### src/rtl/execute_jump_pkg.sv
// Shared types for the execute-stage jump queue: type-vector bit indices,
// the jump type vector and the wrong-path FSM states.
package execute_jump_pkg;

   localparam int unsigned TYPE_W      = 5;
   localparam int unsigned TYPE_BRANCH = 0;
   localparam int unsigned TYPE_IB     = 1;
   localparam int unsigned TYPE_IDT    = 2;
   localparam int unsigned TYPE_PDT    = 3;
   localparam int unsigned TYPE_PSR    = 4;

   typedef logic [TYPE_W-1:0] jump_type_t;

   typedef enum logic {
      ST_RUN    = 1'b0,
      ST_SHADOW = 1'b1
   } jq_state_t;

endpackage

### src/rtl/execute_jump_queue_if.sv
// Execute-result input side and redirect output side of the jump queue.
interface execute_jump_queue_if #(
   parameter int unsigned ADDR_W = 32
);
   logic              iPREV_VALID;
   logic              iPREV_EX_BRANCH;
   logic              iPREV_EX_SYS_REG;
   logic [ADDR_W-1:0] iPREV_PC;
   logic              iPREV_BRANCH_PREDICT_ENA;
   logic              iPREV_BRANCH_PREDICT_HIT;
   logic              iPREV_BRANCH_PREDICT_MISS_VALID;
   logic              iPREV_BRANCH_PREDICT_ADDR_MISS_VALID;
   logic              iPREV_BRANCH_IB_VALID;
   logic [ADDR_W-1:0] iPREV_BRANCH_ADDR;
   logic              iPREV_SYSREG_IDT_VALID;
   logic              iPREV_SYSREG_PDT_VALID;
   logic              iPREV_SYSREG_PSR_VALID;
   logic [ADDR_W-1:0] iPREV_SYSREG_ADDR;
   logic              oPREV_BUSY;
   logic              iNEXT_BUSY;
   logic              oNEXT_VALID;
   logic              oNEXT_PREDICT_ENA;
   logic              oNEXT_PREDICT_HIT;
   logic              oNEXT_JUMP_VALID;
   logic [ADDR_W-1:0] oNEXT_JUMP_ADDR;
   logic [4:0]        oNEXT_TYPE;
   logic              iFRONT_REDIRECT_ACK;
   logic              oSHADOW;

   modport master (
      output iPREV_VALID, iPREV_EX_BRANCH, iPREV_EX_SYS_REG, iPREV_PC,
             iPREV_BRANCH_PREDICT_ENA, iPREV_BRANCH_PREDICT_HIT,
             iPREV_BRANCH_PREDICT_MISS_VALID, iPREV_BRANCH_PREDICT_ADDR_MISS_VALID,
             iPREV_BRANCH_IB_VALID, iPREV_BRANCH_ADDR,
             iPREV_SYSREG_IDT_VALID, iPREV_SYSREG_PDT_VALID, iPREV_SYSREG_PSR_VALID,
             iPREV_SYSREG_ADDR, iNEXT_BUSY, iFRONT_REDIRECT_ACK,
      input  oPREV_BUSY, oNEXT_VALID, oNEXT_PREDICT_ENA, oNEXT_PREDICT_HIT,
             oNEXT_JUMP_VALID, oNEXT_JUMP_ADDR, oNEXT_TYPE, oSHADOW
   );

   modport slave (
      input  iPREV_VALID, iPREV_EX_BRANCH, iPREV_EX_SYS_REG, iPREV_PC,
             iPREV_BRANCH_PREDICT_ENA, iPREV_BRANCH_PREDICT_HIT,
             iPREV_BRANCH_PREDICT_MISS_VALID, iPREV_BRANCH_PREDICT_ADDR_MISS_VALID,
             iPREV_BRANCH_IB_VALID, iPREV_BRANCH_ADDR,
             iPREV_SYSREG_IDT_VALID, iPREV_SYSREG_PDT_VALID, iPREV_SYSREG_PSR_VALID,
             iPREV_SYSREG_ADDR, iNEXT_BUSY, iFRONT_REDIRECT_ACK,
      output oPREV_BUSY, oNEXT_VALID, oNEXT_PREDICT_ENA, oNEXT_PREDICT_HIT,
             oNEXT_JUMP_VALID, oNEXT_JUMP_ADDR, oNEXT_TYPE, oSHADOW
   );
endinterface

### src/rtl/execute_jump_fifo.sv
// Small register FIFO holding packed jump entries; flush empties it in one cycle.
module execute_jump_fifo #(
   parameter int unsigned W     = 40,
   parameter int unsigned DEPTH = 2
) (
   input  logic         clk,
   input  logic         rst_n,
   input  logic         flush_i,
   input  logic         push_i,
   input  logic [W-1:0] data_i,
   input  logic         pop_i,
   output logic         empty_o,
   output logic         full_o,
   output logic [W-1:0] head_o
);
   localparam int unsigned AW = $clog2(DEPTH);
   localparam int unsigned CW = AW + 1;

   logic [W-1:0]  mem_q [DEPTH];
   logic [AW-1:0] wr_ptr_q, rd_ptr_q;
   logic [CW-1:0] count_q;
   logic          do_push, do_pop;

   assign empty_o = (count_q == CW'(0));
   assign full_o  = (count_q == CW'(DEPTH));
   assign head_o  = mem_q[rd_ptr_q];
   assign do_push = push_i & ~full_o;
   assign do_pop  = pop_i & ~empty_o;

   // Storage, power-of-two wrapping pointers and occupancy count
   always_ff @(posedge clk or negedge rst_n) begin
      if (!rst_n) begin
         for (int i = 0; i < int'(DEPTH); i++) mem_q[i] <= '0;
         wr_ptr_q <= '0;
         rd_ptr_q <= '0;
         count_q  <= '0;
      end else if (flush_i) begin
         wr_ptr_q <= '0;
         rd_ptr_q <= '0;
         count_q  <= '0;
      end else begin
         if (do_push) begin
            mem_q[wr_ptr_q] <= data_i;
            wr_ptr_q        <= wr_ptr_q + AW'(1);
         end
         if (do_pop) rd_ptr_q <= rd_ptr_q + AW'(1);
         case ({do_push, do_pop})
            2'b10:   count_q <= count_q + CW'(1);
            2'b01:   count_q <= count_q - CW'(1);
            default: count_q <= count_q;
         endcase
      end
   end
endmodule

### src/rtl/execute_jump_queue.sv
// Execute-stage jump queue: buffers branch/sysreg results for the redirect
// logic and discards wrong-path results until the front end acknowledges.
// Optional statistics counters: define EXECUTE_JUMP_QUEUE_STAT_EN.
module execute_jump_queue
   import execute_jump_pkg::*;
#(
   parameter int unsigned ADDR_W = 32,
   parameter int unsigned DEPTH  = 2
) (
   input  logic iCLOCK,
   input  logic inRESET,
   input  logic iRESET_SYNC,
   input  logic iEVENT_HOLD,
   input  logic iEVENT_END,
   input  logic iSTATE_NORMAL,
   execute_jump_queue_if.slave bus
`ifdef EXECUTE_JUMP_QUEUE_STAT_EN
   ,
   output logic [31:0] oSTAT_JUMP_COUNT,
   output logic [31:0] oSTAT_SHADOW_DROP_COUNT
`endif
);
   // Entry layout: {predict_ena, predict_hit, jump, addr, type}
   localparam int unsigned ENT_W = ADDR_W + 3 + TYPE_W;

   jq_state_t        state_q, state_d;
   logic             flush_c, busy_c, accept_c, push_c, pop_c;
   logic             empty, full;
   logic [ENT_W-1:0] entry_c, head;
   logic             ent_pe, ent_ph, ent_jump;
   logic [ADDR_W-1:0] ent_addr;
   jump_type_t       ent_type;

   assign flush_c  = iRESET_SYNC | iEVENT_HOLD | iEVENT_END | ~iSTATE_NORMAL;
   assign busy_c   = full & (state_q == ST_RUN);
   assign accept_c = bus.iPREV_VALID & ~busy_c & ~flush_c;
   assign push_c   = accept_c & (state_q == ST_RUN) &
                     (bus.iPREV_EX_BRANCH | bus.iPREV_EX_SYS_REG);
   assign pop_c    = ~empty & ~bus.iNEXT_BUSY;

   // Build the queue entry from the execute result; branch takes precedence
   always_comb begin
      ent_pe   = 1'b0;
      ent_ph   = 1'b0;
      ent_jump = 1'b0;
      ent_addr = '0;
      ent_type = '0;
      if (bus.iPREV_EX_BRANCH) begin
         ent_pe   = bus.iPREV_BRANCH_PREDICT_ENA;
         ent_ph   = bus.iPREV_BRANCH_PREDICT_HIT;
         ent_jump = bus.iPREV_BRANCH_PREDICT_MISS_VALID |
                    bus.iPREV_BRANCH_PREDICT_ADDR_MISS_VALID | bus.iPREV_BRANCH_IB_VALID;
         if (bus.iPREV_BRANCH_PREDICT_ADDR_MISS_VALID | bus.iPREV_BRANCH_IB_VALID)
            ent_addr = bus.iPREV_BRANCH_ADDR;
         else if (bus.iPREV_BRANCH_PREDICT_MISS_VALID)
            ent_addr = bus.iPREV_PC;
         ent_type[TYPE_BRANCH] = bus.iPREV_BRANCH_PREDICT_MISS_VALID |
                                 bus.iPREV_BRANCH_PREDICT_ADDR_MISS_VALID;
         ent_type[TYPE_IB]     = bus.iPREV_BRANCH_IB_VALID;
      end else if (bus.iPREV_EX_SYS_REG) begin
         ent_jump = bus.iPREV_SYSREG_IDT_VALID | bus.iPREV_SYSREG_PDT_VALID |
                    bus.iPREV_SYSREG_PSR_VALID;
         ent_addr = bus.iPREV_SYSREG_ADDR;
         ent_type[TYPE_IDT] = bus.iPREV_SYSREG_IDT_VALID;
         ent_type[TYPE_PDT] = bus.iPREV_SYSREG_PDT_VALID;
         ent_type[TYPE_PSR] = bus.iPREV_SYSREG_PSR_VALID;
      end
      entry_c = {ent_pe, ent_ph, ent_jump, ent_addr, ent_type};
   end

   execute_jump_fifo #(.W(ENT_W), .DEPTH(DEPTH)) u_fifo (
      .clk     (iCLOCK),
      .rst_n   (inRESET),
      .flush_i (flush_c),
      .push_i  (push_c),
      .data_i  (entry_c),
      .pop_i   (pop_c),
      .empty_o (empty),
      .full_o  (full),
      .head_o  (head)
   );

   // Wrong-path state register
   always_ff @(posedge iCLOCK or negedge inRESET) begin
      if (!inRESET) state_q <= ST_RUN;
      else          state_q <= state_d;
   end

   // Enter shadow on a queued jump, leave on redirect ack; flush forces RUN
   always_comb begin
      state_d = state_q;
      if (flush_c) begin
         state_d = ST_RUN;
      end else begin
         case (state_q)
            ST_RUN:    if (push_c & ent_jump) state_d = ST_SHADOW;
            ST_SHADOW: if (bus.iFRONT_REDIRECT_ACK) state_d = ST_RUN;
            default:   state_d = ST_RUN;
         endcase
      end
   end

   // Head fields gated to zero while the queue is empty
   always_comb begin
      bus.oPREV_BUSY        = busy_c;
      bus.oSHADOW           = (state_q == ST_SHADOW);
      bus.oNEXT_VALID       = ~empty;
      bus.oNEXT_PREDICT_ENA = 1'b0;
      bus.oNEXT_PREDICT_HIT = 1'b0;
      bus.oNEXT_JUMP_VALID  = 1'b0;
      bus.oNEXT_JUMP_ADDR   = '0;
      bus.oNEXT_TYPE        = '0;
      if (!empty) begin
         bus.oNEXT_PREDICT_ENA = head[ENT_W-1];
         bus.oNEXT_PREDICT_HIT = head[ENT_W-2];
         bus.oNEXT_JUMP_VALID  = head[ENT_W-3];
         bus.oNEXT_JUMP_ADDR   = head[ENT_W-4 -: ADDR_W];
         bus.oNEXT_TYPE        = head[TYPE_W-1:0];
      end
   end

`ifdef EXECUTE_JUMP_QUEUE_STAT_EN
   // Jump and shadow-drop counters; cleared only by the async reset
   always_ff @(posedge iCLOCK or negedge inRESET) begin
      if (!inRESET) begin
         oSTAT_JUMP_COUNT        <= '0;
         oSTAT_SHADOW_DROP_COUNT <= '0;
      end else begin
         if (push_c & ent_jump)
            oSTAT_JUMP_COUNT <= oSTAT_JUMP_COUNT + 32'(1);
         if (accept_c & (state_q == ST_SHADOW))
            oSTAT_SHADOW_DROP_COUNT <= oSTAT_SHADOW_DROP_COUNT + 32'(1);
      end
   end
`endif
endmodule

### src/flat_wrapper.sv
// flat-port wrapper written by rule: the top's interface ports become plain ports
module execute_jump_queue_flat import execute_jump_pkg::*;
#(
   parameter int unsigned ADDR_W = 32,
   parameter int unsigned DEPTH  = 2
)
  (iCLOCK, inRESET, iRESET_SYNC, iEVENT_HOLD, iEVENT_END, iSTATE_NORMAL, bus_iPREV_VALID, bus_iPREV_EX_BRANCH, bus_iPREV_EX_SYS_REG, bus_iPREV_PC, bus_iPREV_BRANCH_PREDICT_ENA, bus_iPREV_BRANCH_PREDICT_HIT, bus_iPREV_BRANCH_PREDICT_MISS_VALID, bus_iPREV_BRANCH_PREDICT_ADDR_MISS_VALID, bus_iPREV_BRANCH_IB_VALID, bus_iPREV_BRANCH_ADDR, bus_iPREV_SYSREG_IDT_VALID, bus_iPREV_SYSREG_PDT_VALID, bus_iPREV_SYSREG_PSR_VALID, bus_iPREV_SYSREG_ADDR, bus_iNEXT_BUSY, bus_iFRONT_REDIRECT_ACK, bus_oPREV_BUSY, bus_oNEXT_VALID, bus_oNEXT_PREDICT_ENA, bus_oNEXT_PREDICT_HIT, bus_oNEXT_JUMP_VALID, bus_oNEXT_JUMP_ADDR, bus_oNEXT_TYPE, bus_oSHADOW);
  execute_jump_queue_if #(.ADDR_W(ADDR_W)) bus_i ();
  input  logic iCLOCK;
  input  logic inRESET;
  input  logic iRESET_SYNC;
  input  logic iEVENT_HOLD;
  input  logic iEVENT_END;
  input  logic iSTATE_NORMAL;
  input wire logic [$bits(bus_i.iPREV_VALID)-1:0] bus_iPREV_VALID;
  input wire logic [$bits(bus_i.iPREV_EX_BRANCH)-1:0] bus_iPREV_EX_BRANCH;
  input wire logic [$bits(bus_i.iPREV_EX_SYS_REG)-1:0] bus_iPREV_EX_SYS_REG;
  input wire logic [$bits(bus_i.iPREV_PC)-1:0] bus_iPREV_PC;
  input wire logic [$bits(bus_i.iPREV_BRANCH_PREDICT_ENA)-1:0] bus_iPREV_BRANCH_PREDICT_ENA;
  input wire logic [$bits(bus_i.iPREV_BRANCH_PREDICT_HIT)-1:0] bus_iPREV_BRANCH_PREDICT_HIT;
  input wire logic [$bits(bus_i.iPREV_BRANCH_PREDICT_MISS_VALID)-1:0] bus_iPREV_BRANCH_PREDICT_MISS_VALID;
  input wire logic [$bits(bus_i.iPREV_BRANCH_PREDICT_ADDR_MISS_VALID)-1:0] bus_iPREV_BRANCH_PREDICT_ADDR_MISS_VALID;
  input wire logic [$bits(bus_i.iPREV_BRANCH_IB_VALID)-1:0] bus_iPREV_BRANCH_IB_VALID;
  input wire logic [$bits(bus_i.iPREV_BRANCH_ADDR)-1:0] bus_iPREV_BRANCH_ADDR;
  input wire logic [$bits(bus_i.iPREV_SYSREG_IDT_VALID)-1:0] bus_iPREV_SYSREG_IDT_VALID;
  input wire logic [$bits(bus_i.iPREV_SYSREG_PDT_VALID)-1:0] bus_iPREV_SYSREG_PDT_VALID;
  input wire logic [$bits(bus_i.iPREV_SYSREG_PSR_VALID)-1:0] bus_iPREV_SYSREG_PSR_VALID;
  input wire logic [$bits(bus_i.iPREV_SYSREG_ADDR)-1:0] bus_iPREV_SYSREG_ADDR;
  input wire logic [$bits(bus_i.iNEXT_BUSY)-1:0] bus_iNEXT_BUSY;
  input wire logic [$bits(bus_i.iFRONT_REDIRECT_ACK)-1:0] bus_iFRONT_REDIRECT_ACK;
  output wire logic [$bits(bus_i.oPREV_BUSY)-1:0] bus_oPREV_BUSY;
  output wire logic [$bits(bus_i.oNEXT_VALID)-1:0] bus_oNEXT_VALID;
  output wire logic [$bits(bus_i.oNEXT_PREDICT_ENA)-1:0] bus_oNEXT_PREDICT_ENA;
  output wire logic [$bits(bus_i.oNEXT_PREDICT_HIT)-1:0] bus_oNEXT_PREDICT_HIT;
  output wire logic [$bits(bus_i.oNEXT_JUMP_VALID)-1:0] bus_oNEXT_JUMP_VALID;
  output wire logic [$bits(bus_i.oNEXT_JUMP_ADDR)-1:0] bus_oNEXT_JUMP_ADDR;
  output wire logic [$bits(bus_i.oNEXT_TYPE)-1:0] bus_oNEXT_TYPE;
  output wire logic [$bits(bus_i.oSHADOW)-1:0] bus_oSHADOW;
  assign bus_i.iPREV_VALID = bus_iPREV_VALID;
  assign bus_i.iPREV_EX_BRANCH = bus_iPREV_EX_BRANCH;
  assign bus_i.iPREV_EX_SYS_REG = bus_iPREV_EX_SYS_REG;
  assign bus_i.iPREV_PC = bus_iPREV_PC;
  assign bus_i.iPREV_BRANCH_PREDICT_ENA = bus_iPREV_BRANCH_PREDICT_ENA;
  assign bus_i.iPREV_BRANCH_PREDICT_HIT = bus_iPREV_BRANCH_PREDICT_HIT;
  assign bus_i.iPREV_BRANCH_PREDICT_MISS_VALID = bus_iPREV_BRANCH_PREDICT_MISS_VALID;
  assign bus_i.iPREV_BRANCH_PREDICT_ADDR_MISS_VALID = bus_iPREV_BRANCH_PREDICT_ADDR_MISS_VALID;
  assign bus_i.iPREV_BRANCH_IB_VALID = bus_iPREV_BRANCH_IB_VALID;
  assign bus_i.iPREV_BRANCH_ADDR = bus_iPREV_BRANCH_ADDR;
  assign bus_i.iPREV_SYSREG_IDT_VALID = bus_iPREV_SYSREG_IDT_VALID;
  assign bus_i.iPREV_SYSREG_PDT_VALID = bus_iPREV_SYSREG_PDT_VALID;
  assign bus_i.iPREV_SYSREG_PSR_VALID = bus_iPREV_SYSREG_PSR_VALID;
  assign bus_i.iPREV_SYSREG_ADDR = bus_iPREV_SYSREG_ADDR;
  assign bus_i.iNEXT_BUSY = bus_iNEXT_BUSY;
  assign bus_i.iFRONT_REDIRECT_ACK = bus_iFRONT_REDIRECT_ACK;
  assign bus_oPREV_BUSY = bus_i.oPREV_BUSY;
  assign bus_oNEXT_VALID = bus_i.oNEXT_VALID;
  assign bus_oNEXT_PREDICT_ENA = bus_i.oNEXT_PREDICT_ENA;
  assign bus_oNEXT_PREDICT_HIT = bus_i.oNEXT_PREDICT_HIT;
  assign bus_oNEXT_JUMP_VALID = bus_i.oNEXT_JUMP_VALID;
  assign bus_oNEXT_JUMP_ADDR = bus_i.oNEXT_JUMP_ADDR;
  assign bus_oNEXT_TYPE = bus_i.oNEXT_TYPE;
  assign bus_oSHADOW = bus_i.oSHADOW;
  execute_jump_queue #(.ADDR_W(ADDR_W), .DEPTH(DEPTH)) u_core (.iCLOCK(iCLOCK), .inRESET(inRESET), .iRESET_SYNC(iRESET_SYNC), .iEVENT_HOLD(iEVENT_HOLD), .iEVENT_END(iEVENT_END), .iSTATE_NORMAL(iSTATE_NORMAL), .bus(bus_i));
endmodule
### config.mk
export PLATFORM = sky130hd
export DESIGN_NAME = execute_jump_queue_flat
export DESIGN_NICKNAME = d
export VERILOG_FILES = /design/src/rtl/execute_jump_pkg.sv /design/src/rtl/execute_jump_queue_if.sv /design/src/rtl/execute_jump_fifo.sv /design/src/rtl/execute_jump_queue.sv /design/src/flat_wrapper.sv
export SDC_FILE = /design/constraint.sdc
export NUM_CORES = 1
export LEC_CHECK = 0
export BUFFER_PORTS_ARGS = -buffer_cell sky130_fd_sc_hd__buf_2
export CAP_MARGIN = 5
export CORE_MARGIN = 3
export CORE_UTILIZATION = 30
export CTS_BUF_LIST = sky130_fd_sc_hd__clkbuf_16
export DETAILED_ROUTE_END_ITERATION = 16
export PLACE_DENSITY = 0.54
export SLEW_MARGIN = 5
export SYNTH_ARGS = -nofsm -noshare
export SYNTH_HDL_FRONTEND = slang
export SYNTH_SLANG_ARGS = --single-unit
### constraint.sdc
create_clock -name iCLOCK -period 2.55 [get_ports iCLOCK]
set_input_delay 0.51 -clock iCLOCK [delete_from_list [all_inputs] [get_ports iCLOCK]]
set_output_delay 0.51 -clock iCLOCK [all_outputs]
set_load 0.01 [all_outputs]
==> run_results.csv, run 1 <==
group,metric,value,unit
run_status,status,"complete, no violations",
layout,area_delta_synth_final,30.7,%
power,p_sw,792,uW
power,switching_share,25.4,%
logic_synthesis,synth_edf_count,0,
logic_synthesis,syn_inst,472,
layout,multi_input_area,0.00208,mm2
floorplanning,pin_count,158,
logic_synthesis,syn_area,0.00437,mm2
sta,timing.final.crit_share,91.0,%
global_routing,antenna_found_initial,0,
sta,fin_worst_skew,0.00690,ns
power,pwr-share-seq,49.1,%
sta,worst_pin_slew,0.571,ns
clocking,cts_buffers,9,
power,finalPower,3110,uW
layout,fin_util,40.6,%
critical_path,r2r_cells,6,
sta,relSlewSlack,61.9,%
flow_run,maxCapViolations,0,
clocking,htreeDepth,3,
clocking,ctsHoldBuffers,0,
min_path,hold_class,"in2async",
sta,hold_violations,0,
sta,setup_viol_count_final,0,
logic_synthesis,synthFlopType,"dfrtp_1",
routing,remaining_drc_errors,0,
power,clkPwrFrac,37.0,%
sta,report.final.slew_viol_count,0,
floorplanning,num_rows,43,
routing,drt_wl_total,13200,um
layout,fillerInstances,1431,
clocking,cts_sinks,85,
critical_path,start_kind,"primary input",
clocking,root_buffer,"clkbuf_16",
critical_path,critPathKind,"in2reg",
sta,clock.fmax,431,MHz
routing,wl_met2,6460,um
routing,vias,4042,
routing,dr_wl_met3,721,um
global_routing,grt-ovfl-total,0,
routing,drtIter0Drc,196,
placed_design,dp_hpwl,9250,um
logic_synthesis,ys_warn_count,0,
power,ir_drop,0.303,mV
global_routing,grt_pass1_wl,21200,um
routing,first_pass_iters,6,
sta,rsz0062_at_grt,"false",
sta,period_needed,2.32,ns
clocking,cts_max_path_buffers,2,
sta,fin_hold_ws,0.170,ns
floorplanning,die_area,0.0160,mm2
critical_path,cp_cell_sequence,"buf_2, or4b_1, or4_2, ha_4, xnor2_1, or3_1, a21oi_1",
routing,ant_nets,0,
layout,drive_above_1_share,32.8,%
critical_path,cp-end-kind,"flop",
logic_synthesis,yosysSeqAreaShare,48.7,%
critical_path,slowest_delay,0.66,ns
layout,ff_latch_area,0.00213,mm2
clocking,cts_tree,"done",
logic_synthesis,synth_seq_cells,85,
placed_design,gp_congestion,0.748,
placed_design,portBuffers,157,
routing,highest-signal-layer,"met4",
clocking,clock_latency,0.33,ns
floorplanning,dieWidth,127,um
logic_synthesis,postSynthAreaPerCell,9.25,um2
clocking,cts_resized,0,
critical_path,critPathSlowestCell,"or4_2",
floorplanning,core,0.0140,mm2
power,power_frac_comb,13.9,%
global_routing,grt_max_degree,44,
global_routing,grt_pass1_vias,4167,
layout,antenna_cells,0,
routing,vias_per_cell,5.06,
power,intPower,2320,uW
power,power_density,546,mW/mm2
floorplanning,start_util,31.1,%
floorplanning,die-height,127,um
critical_path,worst-endpoint-required,2.81,ns
logic_synthesis,async_flop_share,100,%
routing,drt-met1-wl,5870,um
layout,layout.nets,730,
logic_synthesis,ys_types,33,
routing,wl_per_cell,16.6,um
logic_synthesis,syn-num-nets,588,
global_routing,grtUsageTotal,16.4,%
clocking,clkTransAtPathRegs,0.06,ns
critical_path,critical_path_arrival,2.58,ns
clocking,post_cts_buffers,0,
power,leakage,0.00264,uW
critical_path,path_max_fanout,6,
==> final timing paths <==
check | startpoint | end | slack, ns
max | iEVENT_HOLD | u_core.u_fifo.count_q[1] | 0.23
min | inRESET | u_core.u_fifo.mem_q[10] | 0.17
max reg2reg | u_core.u_fifo.count_q[1] | u_core.u_fifo.count_q[1] | 0.31
min reg2reg | u_core.u_fifo.mem_q[68] | u_core.u_fifo.mem_q[68] | 0.50
max in group asynchronous | inRESET | u_core.u_fifo.rd_ptr_q | 1.71
min in group iCLOCK | bus_iFRONT_REDIRECT_ACK | u_core.bus.oSHADOW | 0.38
==> kinds of logic (layout without fill, tap and decap cells) <==
family	count (synthesis)	count (layout)	synth area share, %
flops	85	85	48.7
fa+ha+maj	1	1	0.287
xor+xnor	4	4	0.803
simple gates	66	66	6.82
mux	44	44	10.4
compound gates	222	222	28.4
buf+inv	50	197	4.59
==> sequential cells by signal, summed over array words and instances (netlist names) <==
name                    count
u_core.u_fifo.wr_ptr_q      1
u_core.u_fifo.rd_ptr_q      1
u_core.u_fifo.count_q       2
u_core.bus.oSHADOW          1
u_core.u_fifo.mem_q        80
==> Yosys cell counts (all sizes together) (2+ instances only) <==
cell	number	area [um2]
nor2	46	173
dfrtp	85	2130
a22o	31	272
xnor2	3	26.3
mux2	4	52.6
or3	2	12.5
o21ai	154	771
and2	2	12.5
inv	3	11.3
nand2b	2	20.0
mux2i	40	400
nand2	7	26.3
buf	9	45.0
a21oi	33	165
clkbuf	38	144
nor2b	2	12.5
==> metrics by stage <==
step / setup WS (ns) / cells / TNS, ns / cell area, um2
floorplan: -0.184 / 472 / -0.184 / 4400
global placement: -0.0772 / 783 / -0.151 / 5440
detailed placement: -0.115 / 783 / -0.599 / 5440
CTS: 0.229 / 799 / 0 / 5700
global route: 0.123 / 799 / 0 / 5700
finish: 0.229 / 799 / 0 / 5700
==> critical path: cells and delay by family <==
family          cells  cell delay, ns
compound gates      1            0.15
xor+xnor            1            0.13
fa+ha+maj           1            0.21
buf+inv             1            0.09
simple gates        3            1.49
==> metal layers <==
layer,GRT usage (%),up-vias
met5,0,-
met4,3.79,0
met3,3.62,17
met2,27.6,133
met1,21.5,1921
li1,-,1971
==> placed cells by master, fill, tap and decap left out, types with 2 or more instances in the layout <==
master	n
or3_1	2
buf_12	4
clkinvlp_4	2
mux2_4	2
o21ai_0	139
o21ai_1	15
and2_1	2
dfrtp_1	84
inv_1	6
a22o_1	31
clkbuf_16	9
xnor2_1	3
nor2_1	45
buf_4	18
nand2_1	7
mux2i_1	40
mux2_2	2
a21oi_1	33
buf_2	156
clkinv_2	2
==> layout make-up <==
class	count	area share [%]
Clock buffer	9	3.95
Clock inverter	7	0.636
Inverter	3	0.197
Multi-Input combinational cell	337	36.5
Sequential cell	85	37.3
Tap cell	180	3.95
Timing Repair Buffer	178	17.5
==> power groups by stage <==
stage          clock [uW]  sequential (uW)  combinational (uW)
2_1_floorplan           0             1540                 240
3_3_place_gp            0             1550                 430
3_5_place_dp            0             1550                 441
4_1_cts              1180             1530                 442
5_1_grt              1260             1540                 501
6_report             1150             1530                 433
Note: power is estimated with default switching activity, not from simulation.
==> run 2, diff against run 1 <==
--- a/config.mk
+++ b/config.mk
@@ -5,13 +5,17 @@
 export SDC_FILE = /design/constraint.sdc
 export NUM_CORES = 1
 export LEC_CHECK = 0
+export ABC_CLOCK_PERIOD_IN_PS = 2550
 export BUFFER_PORTS_ARGS = -buffer_cell sky130_fd_sc_hd__buf_2
 export CAP_MARGIN = 5
+export CELL_PAD_IN_SITES_DETAIL_PLACEMENT = 2
+export CELL_PAD_IN_SITES_GLOBAL_PLACEMENT = 2
 export CORE_MARGIN = 3
-export CORE_UTILIZATION = 30
+export CORE_UTILIZATION = 29
 export CTS_BUF_LIST = sky130_fd_sc_hd__clkbuf_16
 export DETAILED_ROUTE_END_ITERATION = 16
-export PLACE_DENSITY = 0.54
+export MAX_ROUTING_LAYER = met4
+export PLACE_DENSITY = 0.81
 export SLEW_MARGIN = 5
 export SYNTH_ARGS = -nofsm -noshare
 export SYNTH_HDL_FRONTEND = slang
==> run_results.csv, run 2 (synthesis gave the netlist of run 1 again) <==
group,metric,value,unit
power,leakage,0.00267,uW
clocking,root_buffer,"clkbuf_16",
critical_path,crit_path_start,"iEVENT_HOLD",
layout,area_delta_synth_final,31.9,%
routing,remaining_drc_errors,0,
clocking,cts_buffers,9,
floorplanning,die_area,0.0166,mm2
global_routing,grtUsageTotal,20.2,%
routing,ant_nets,0,
power,clkPwrFrac,38.9,%
floorplanning,pin_count,158,
power,intPower,2420,uW
layout,drive_above_1_share,33.4,%
layout,layout.nets,737,
routing,first_pass_iters,4,
clocking,ctsHoldBuffers,0,
clocking,post_cts_buffers,0,
sta,relSlewSlack,48.3,%
critical_path,start_kind,"primary input",
routing,drt-met1-wl,6970,um
sta,fin_hold_ws,0.218,ns
power,power_frac_comb,14.0,%
layout,fin_area,0.00576,mm2
routing,wl_met2,8050,um
layout,antenna_cells,0,
placed_design,gp_congestion,0.734,
routing,drtIter0Drc,229,
power,p_sw,838,uW
sta,timing.final.crit_share,93.2,%
power,pwr-share-seq,47.2,%
critical_path,cp_cell_sequence,"buf_2, or4b_1, or4_2, ha_4, xnor2_1, or3_1, a21oi_1",
global_routing,antenna_found_initial,0,
routing,dr_wl_met3,675,um
power,ir_drop,0.318,mV
clocking,cts_max_path_buffers,2,
layout,final_cell_mix,"buf_2, o21ai_0, dfrtp_1",
layout,final_common_cell,"buf_2",
clocking,cts_resized,0,
sta,hold_violations,0,
critical_path,path_buf_inv,1,
routing,vias,4300,
sta,setup_viol_count_final,0,
clocking,cts_tree,"done",
routing,highest-signal-layer,"met4",
power,switching_share,25.7,%
sta,finalSetupTns,0,ns
sta,postLayoutSetupSlackWorst,0.172,ns
sta,rsz0062_at_grt,"false",
critical_path,critical_path_arrival,2.65,ns
flow_run,maxCapViolations,0,
sta,worst_pin_slew,0.774,ns
critical_path,cp-end-kind,"flop",
layout,top_register,"u_core.u_fifo.mem_q",
layout,largest_reg_flops,80,
floorplanning,die-height,129,um
sta,report.final.slew_viol_count,0,
placed_design,dp_hpwl,11400,um
placed_design,post-place-cells,794,
min_path,hold_class,"in2async",
power,power_density,566,mW/mm2
floorplanning,core,0.0146,mm2
sta,fin_worst_skew,0.00664,ns
critical_path,worst-endpoint-required,2.82,ns
placed_design,place_area,0.00548,mm2
global_routing,grt-ovfl-total,0,
clocking,cts_sinks,85,
placed_design,portBuffers,157,
critical_path,crit_family,"simple AND/OR/NAND/NOR gates",
sta,clock.fmax,421,MHz
routing,drt_wl_total,15900,um
sta,period_needed,2.38,ns
global_routing,grt_pass1_wl,25600,um
critical_path,path_max_fanout,6,
clocking,htreeDepth,3,
floorplanning,dieWidth,129,um
routing,vias_per_cell,5.31,
global_routing,grt_pass1_vias,4826,
layout,final_cells,810,
floorplanning,num_rows,44,
clocking,clkTransAtPathRegs,0.06,ns
run_status,status,"complete, no violations",
critical_path,critPathSlowestCell,"or4_2",
floorplanning,start_util,29.8,%
routing,wl_per_cell,19.6,um
global_routing,grt_max_degree,58,
critical_path,slowest_delay,0.68,ns
critical_path,critPathKind,"in2reg",
critical_path,r2r-start,"u_core.u_fifo.count_q[0]",
placed_design,dp_slack,-0.168,ns
layout,top_regs,"u_core.u_fifo.mem_q (80), u_core.u_fifo.count_q (2)",
clocking,clock_latency,0.34,ns
[run 2: worst paths after layout]
kind                                            end  slack (ns)  depth (start not counted)
max                        u_core.u_fifo.count_q[1]        0.17                          7
min                          u_core.u_fifo.mem_q[3]        0.22                          1
max reg2reg                u_core.u_fifo.count_q[1]        0.24                          6
min reg2reg                 u_core.u_fifo.mem_q[76]        0.51                          1
max in group asynchronous   u_core.u_fifo.mem_q[34]        1.53                          2
min in group iCLOCK              u_core.bus.oSHADOW        0.37                          2
[run 2: routing by layer]
metal,vias to the layer above,GRT usage (%)
met5,-,-
met4,0,5.13
met3,15,2.66
met2,120,35.3
met1,2174,24.5
li1,1991,-
[run 2: power groups by stage]
stage / Sequential, uW / Clock [uW] / Combinational [uW]
after floorplan: 1540 / 0 / 240
after global placement: 1550 / 0 / 427
after detailed placement: 1560 / 0 / 458
after CTS: 1540 / 1300 / 464
after global routing: 1550 / 1350 / 522
final: 1540 / 1270 / 455
[run 2: worst register-to-register path: cells and delay by family, from the launching register on]
kind / cells / cell delay, ns
AO/OA/AOI/OAI: 1 / 0.15
XOR/XNOR: 1 / 0.13
adder cells (fa/ha/maj): 1 / 0.21
flip-flops: 1 / 0.51
AND/OR/NAND/NOR: 3 / 1.23
[run 2: metrics by stage]
stage / power (uW) / utilization (%)
finish: 3260 / 39.3
global route: 3430 / 39.3
CTS: 3300 / 39.3
detailed placement: 2020 / 37.4
global placement: 1970 / 37.4
floorplan: 1780 / -
[run 2: layout make-up]
class	count	area (um2)
clock buffer	9	225
inverter	3	11.3
fill	1661	8890
sequential	85	2130
clock inverter	7	57.6
tap	184	230
timing repair buffer	185	1020
multi-input combinational	337	2080
==> run 3, diff against run 2 <==
--- a/config.mk
+++ b/config.mk
@@ -11,12 +11,14 @@
 export CELL_PAD_IN_SITES_DETAIL_PLACEMENT = 2
 export CELL_PAD_IN_SITES_GLOBAL_PLACEMENT = 2
 export CORE_MARGIN = 3
-export CORE_UTILIZATION = 29
+export CORE_UTILIZATION = 30
 export CTS_BUF_LIST = sky130_fd_sc_hd__clkbuf_16
+export CTS_CLUSTER_DIAMETER = 150
 export DETAILED_ROUTE_END_ITERATION = 16
 export MAX_ROUTING_LAYER = met4
-export PLACE_DENSITY = 0.81
-export SLEW_MARGIN = 5
+export PLACE_DENSITY = 0.77
+export SLEW_MARGIN = 10
 export SYNTH_ARGS = -nofsm -noshare
 export SYNTH_HDL_FRONTEND = slang
+export SYNTH_HIERARCHICAL = 1
 export SYNTH_SLANG_ARGS = --single-unit
==> run_results.csv, run 3 <==
group,metric,value,unit
sta,setup_viol_count_final,0,
logic_synthesis,yosysSeqAreaShare,42.3,%
power,finalPower,2920,uW
clocking,cts_tree,"done",
logic_synthesis,synth_seq_cells,85,
sta,report.final.slew_viol_count,0,
logic_synthesis,ys_top_cells_by_count,"dfrtp_1, mux2_2, nand2_1, nor2b_1, mux2_4",
clocking,htreeDepth,3,
critical_path,cpMostUsedCell,"buf_4",
sta,rsz0062_at_grt,"false",
clocking,clock_latency,0.34,ns
critical_path,crit_family,"simple AND/OR/NAND/NOR gates",
critical_path,cp.depth,10,
global_routing,grtUsageTotal,18.3,%
clocking,cts_resized,0,
logic_synthesis,ys_types,29,
routing,drtIter0Drc,151,
global_routing,grt-ovfl-total,0,
layout,final_common_cell,"buf_2",
clocking,cts_max_path_buffers,2,
critical_path,worst-endpoint-required,2.77,ns
placed_design,dp_hpwl,11600,um
logic_synthesis,synthFlopType,"dfrtp_1",
routing,vias_per_cell,4.89,
floorplanning,start_util,31.1,%
power,leakage,0.00347,uW
flow_run,maxCapViolations,0,
logic_synthesis,ys_warn_count,6,
layout,top_register,"u_core/u_fifo/mem_q",
critical_path,path_max_fanout,19,
routing,first_pass_iters,4,
critical_path,critPathSlowestCell,"dfrtp_2",
layout,area_delta_synth_final,29.0,%
sta,hold_violations,0,
layout,largest_reg_flops,80,
clocking,clkTransAtPathRegs,0.06,ns
clocking,cts_buffers,9,
layout,layout.nets,723,
layout,final_cell_mix,"buf_2, dfrtp_1, mux2_2",
layout,drive_above_1_share,52.4,%
logic_synthesis,syn_inst,455,
critical_path,cp-end-kind,"flop",
logic_synthesis,postSynthAreaPerCell,11.1,um2
routing,wl_per_cell,19.4,um
routing,ant_nets,0,
placed_design,portBuffers,157,
placed_design,dp_slack,-0.142,ns
logic_synthesis,synth.most_common_cell,"dfrtp_1",
critical_path,cp_cell_sequence,"nor2b_1, nor3_2, nand2_2, nor2_4, inv_1, buf_4, nor4_2, buf_4, buf_12, mux2_2",
global_routing,grt_pass1_vias,4636,
placed_design,gp_congestion,0.815,
critical_path,r2r_cells,10,
min_path,hold_class,"in2async",
critical_path,path_buf_inv,4,
logic_synthesis,synth_edf_count,0,
logic_synthesis,synth_top_area_share,42.3,%
sta,relSlewSlack,50.7,%
clocking,cts_sinks,85,
critical_path,slowest_delay,0.46,ns
global_routing,grt_pass1_wl,25300,um
run_status,status,"complete, no violations",
global_routing,grt_max_degree,55,
floorplanning,pin_count,158,
sta,fin_hold_ws,0.226,ns
logic_synthesis,async_flop_share,100,%
layout,antenna_cells,0,
sta,timing.final.crit_share,93.8,%
sta,clock.fmax,418,MHz
logic_synthesis,syn-num-nets,570,
sta,period_needed,2.39,ns
logic_synthesis,synth_area_leaders,"dfrtp_1, mux2_2, mux2_4",
floorplanning,num_rows,46,
critical_path,critPathKind,"reg2reg",
floorplanning,die-height,135,um
floorplanning,dieWidth,135,um
routing,drt_wl_total,16100,um
power,ir_drop,0.277,mV
sta,postLayoutSetupSlackWorst,0.159,ns
clocking,ctsHoldBuffers,0,
logic_synthesis,synth_largest_area_cell,"dfrtp_1",
clocking,post_cts_buffers,0,
layout,top_regs,"u_core/u_fifo/mem_q (80), u_core/u_fifo/count_q (2)",
sta,worst_pin_slew,0.740,ns
critical_path,start_kind,"flop",
critical_path,critical_path_arrival,2.61,ns
routing,remaining_drc_errors,0,
global_routing,antenna_found_initial,0,
floorplanning,die_area,0.0184,mm2
logic_synthesis,syn_area,0.00503,mm2
sta,fin_worst_skew,0.00573,ns
power,power_density,450,mW/mm2
clocking,root_buffer,"clkbuf_16",
floorplanning,core,0.0162,mm2
routing,vias,4053,
[run 3: metal layers]
metal | wire [um] | up-vias | GRT usage, %
met5 | 0 | - | -
met4 | 213 | 0 | 5.43
met3 | 597 | 13 | 3.16
met2 | 8210 | 105 | 31.5
met1 | 7060 | 2040 | 22.0
li1 | - | 1895 | -
[run 3: final timing paths]
| path | slack [ns] | end | start |
|---|---|---|---|
| setup reg to reg | 0.16 | u_core/u_fifo/mem_q[69] | u_core/u_fifo/count_q[1] |
| hold reg to reg | 0.49 | u_core/u_fifo/mem_q[48] | u_core/u_fifo/mem_q[48] |
| setup / recovery | 0.16 | u_core/u_fifo/mem_q[69] | u_core/u_fifo/count_q[1] |
| max in group asynchronous | 1.68 | u_core/u_fifo/mem_q[3] | inRESET |
| min in group iCLOCK | 0.49 | u_core/u_fifo/mem_q[48] | u_core/u_fifo/mem_q[48] |
| hold / removal | 0.23 | u_core/u_fifo/count_q[0] | inRESET |
[run 3: report_power, final]
group / internal (uW) / switching (uW) / total (uW) / leakage, uW
Clock: 653 / 546 / 1200 / 0.000130
Sequential: 1370 / 8.78 / 1370 / 0.00118
Combinational: 165 / 184 / 349 / 0.00216
[run 3: cell families (layout without fill, tap and decap cells)]
kind of cell / Yosys count / in the layout / share of synthesized area (%)
XOR/XNOR: 1 / 1 / 0.174
buffers and inverters: 41 / 199 / 4.50
multiplexers: 120 / 120 / 29.9
AO/OA/AOI/OAI: 43 / 43 / 6.84
flip-flops: 85 / 85 / 42.3
AND/OR/NAND/NOR: 165 / 165 / 16.3
[run 3: per-stage QoR]
step           std cells  utilization [%]  setup TNS (ns)  area (um2)
2_1_floorplan        455                -               0        5040
3_3_place_gp         813             38.4          -0.867        6210
3_5_place_dp         813             38.4           -7.18        6210
4_1_cts              829             40.1               0        6480
5_1_grt              829             40.1               0        6490
6_report             829             40.1               0        6490
[run 3: final cells by class]
cell class	count	area [um2]
Tap cell	216	270
Clock buffer	9	225
Clock inverter	7	42.5
Sequential cell	85	2130
Multi-Input combinational cell	329	2730
Inverter	4	15.0
Fill cell	1757	9690
Timing Repair Buffer	179	1080
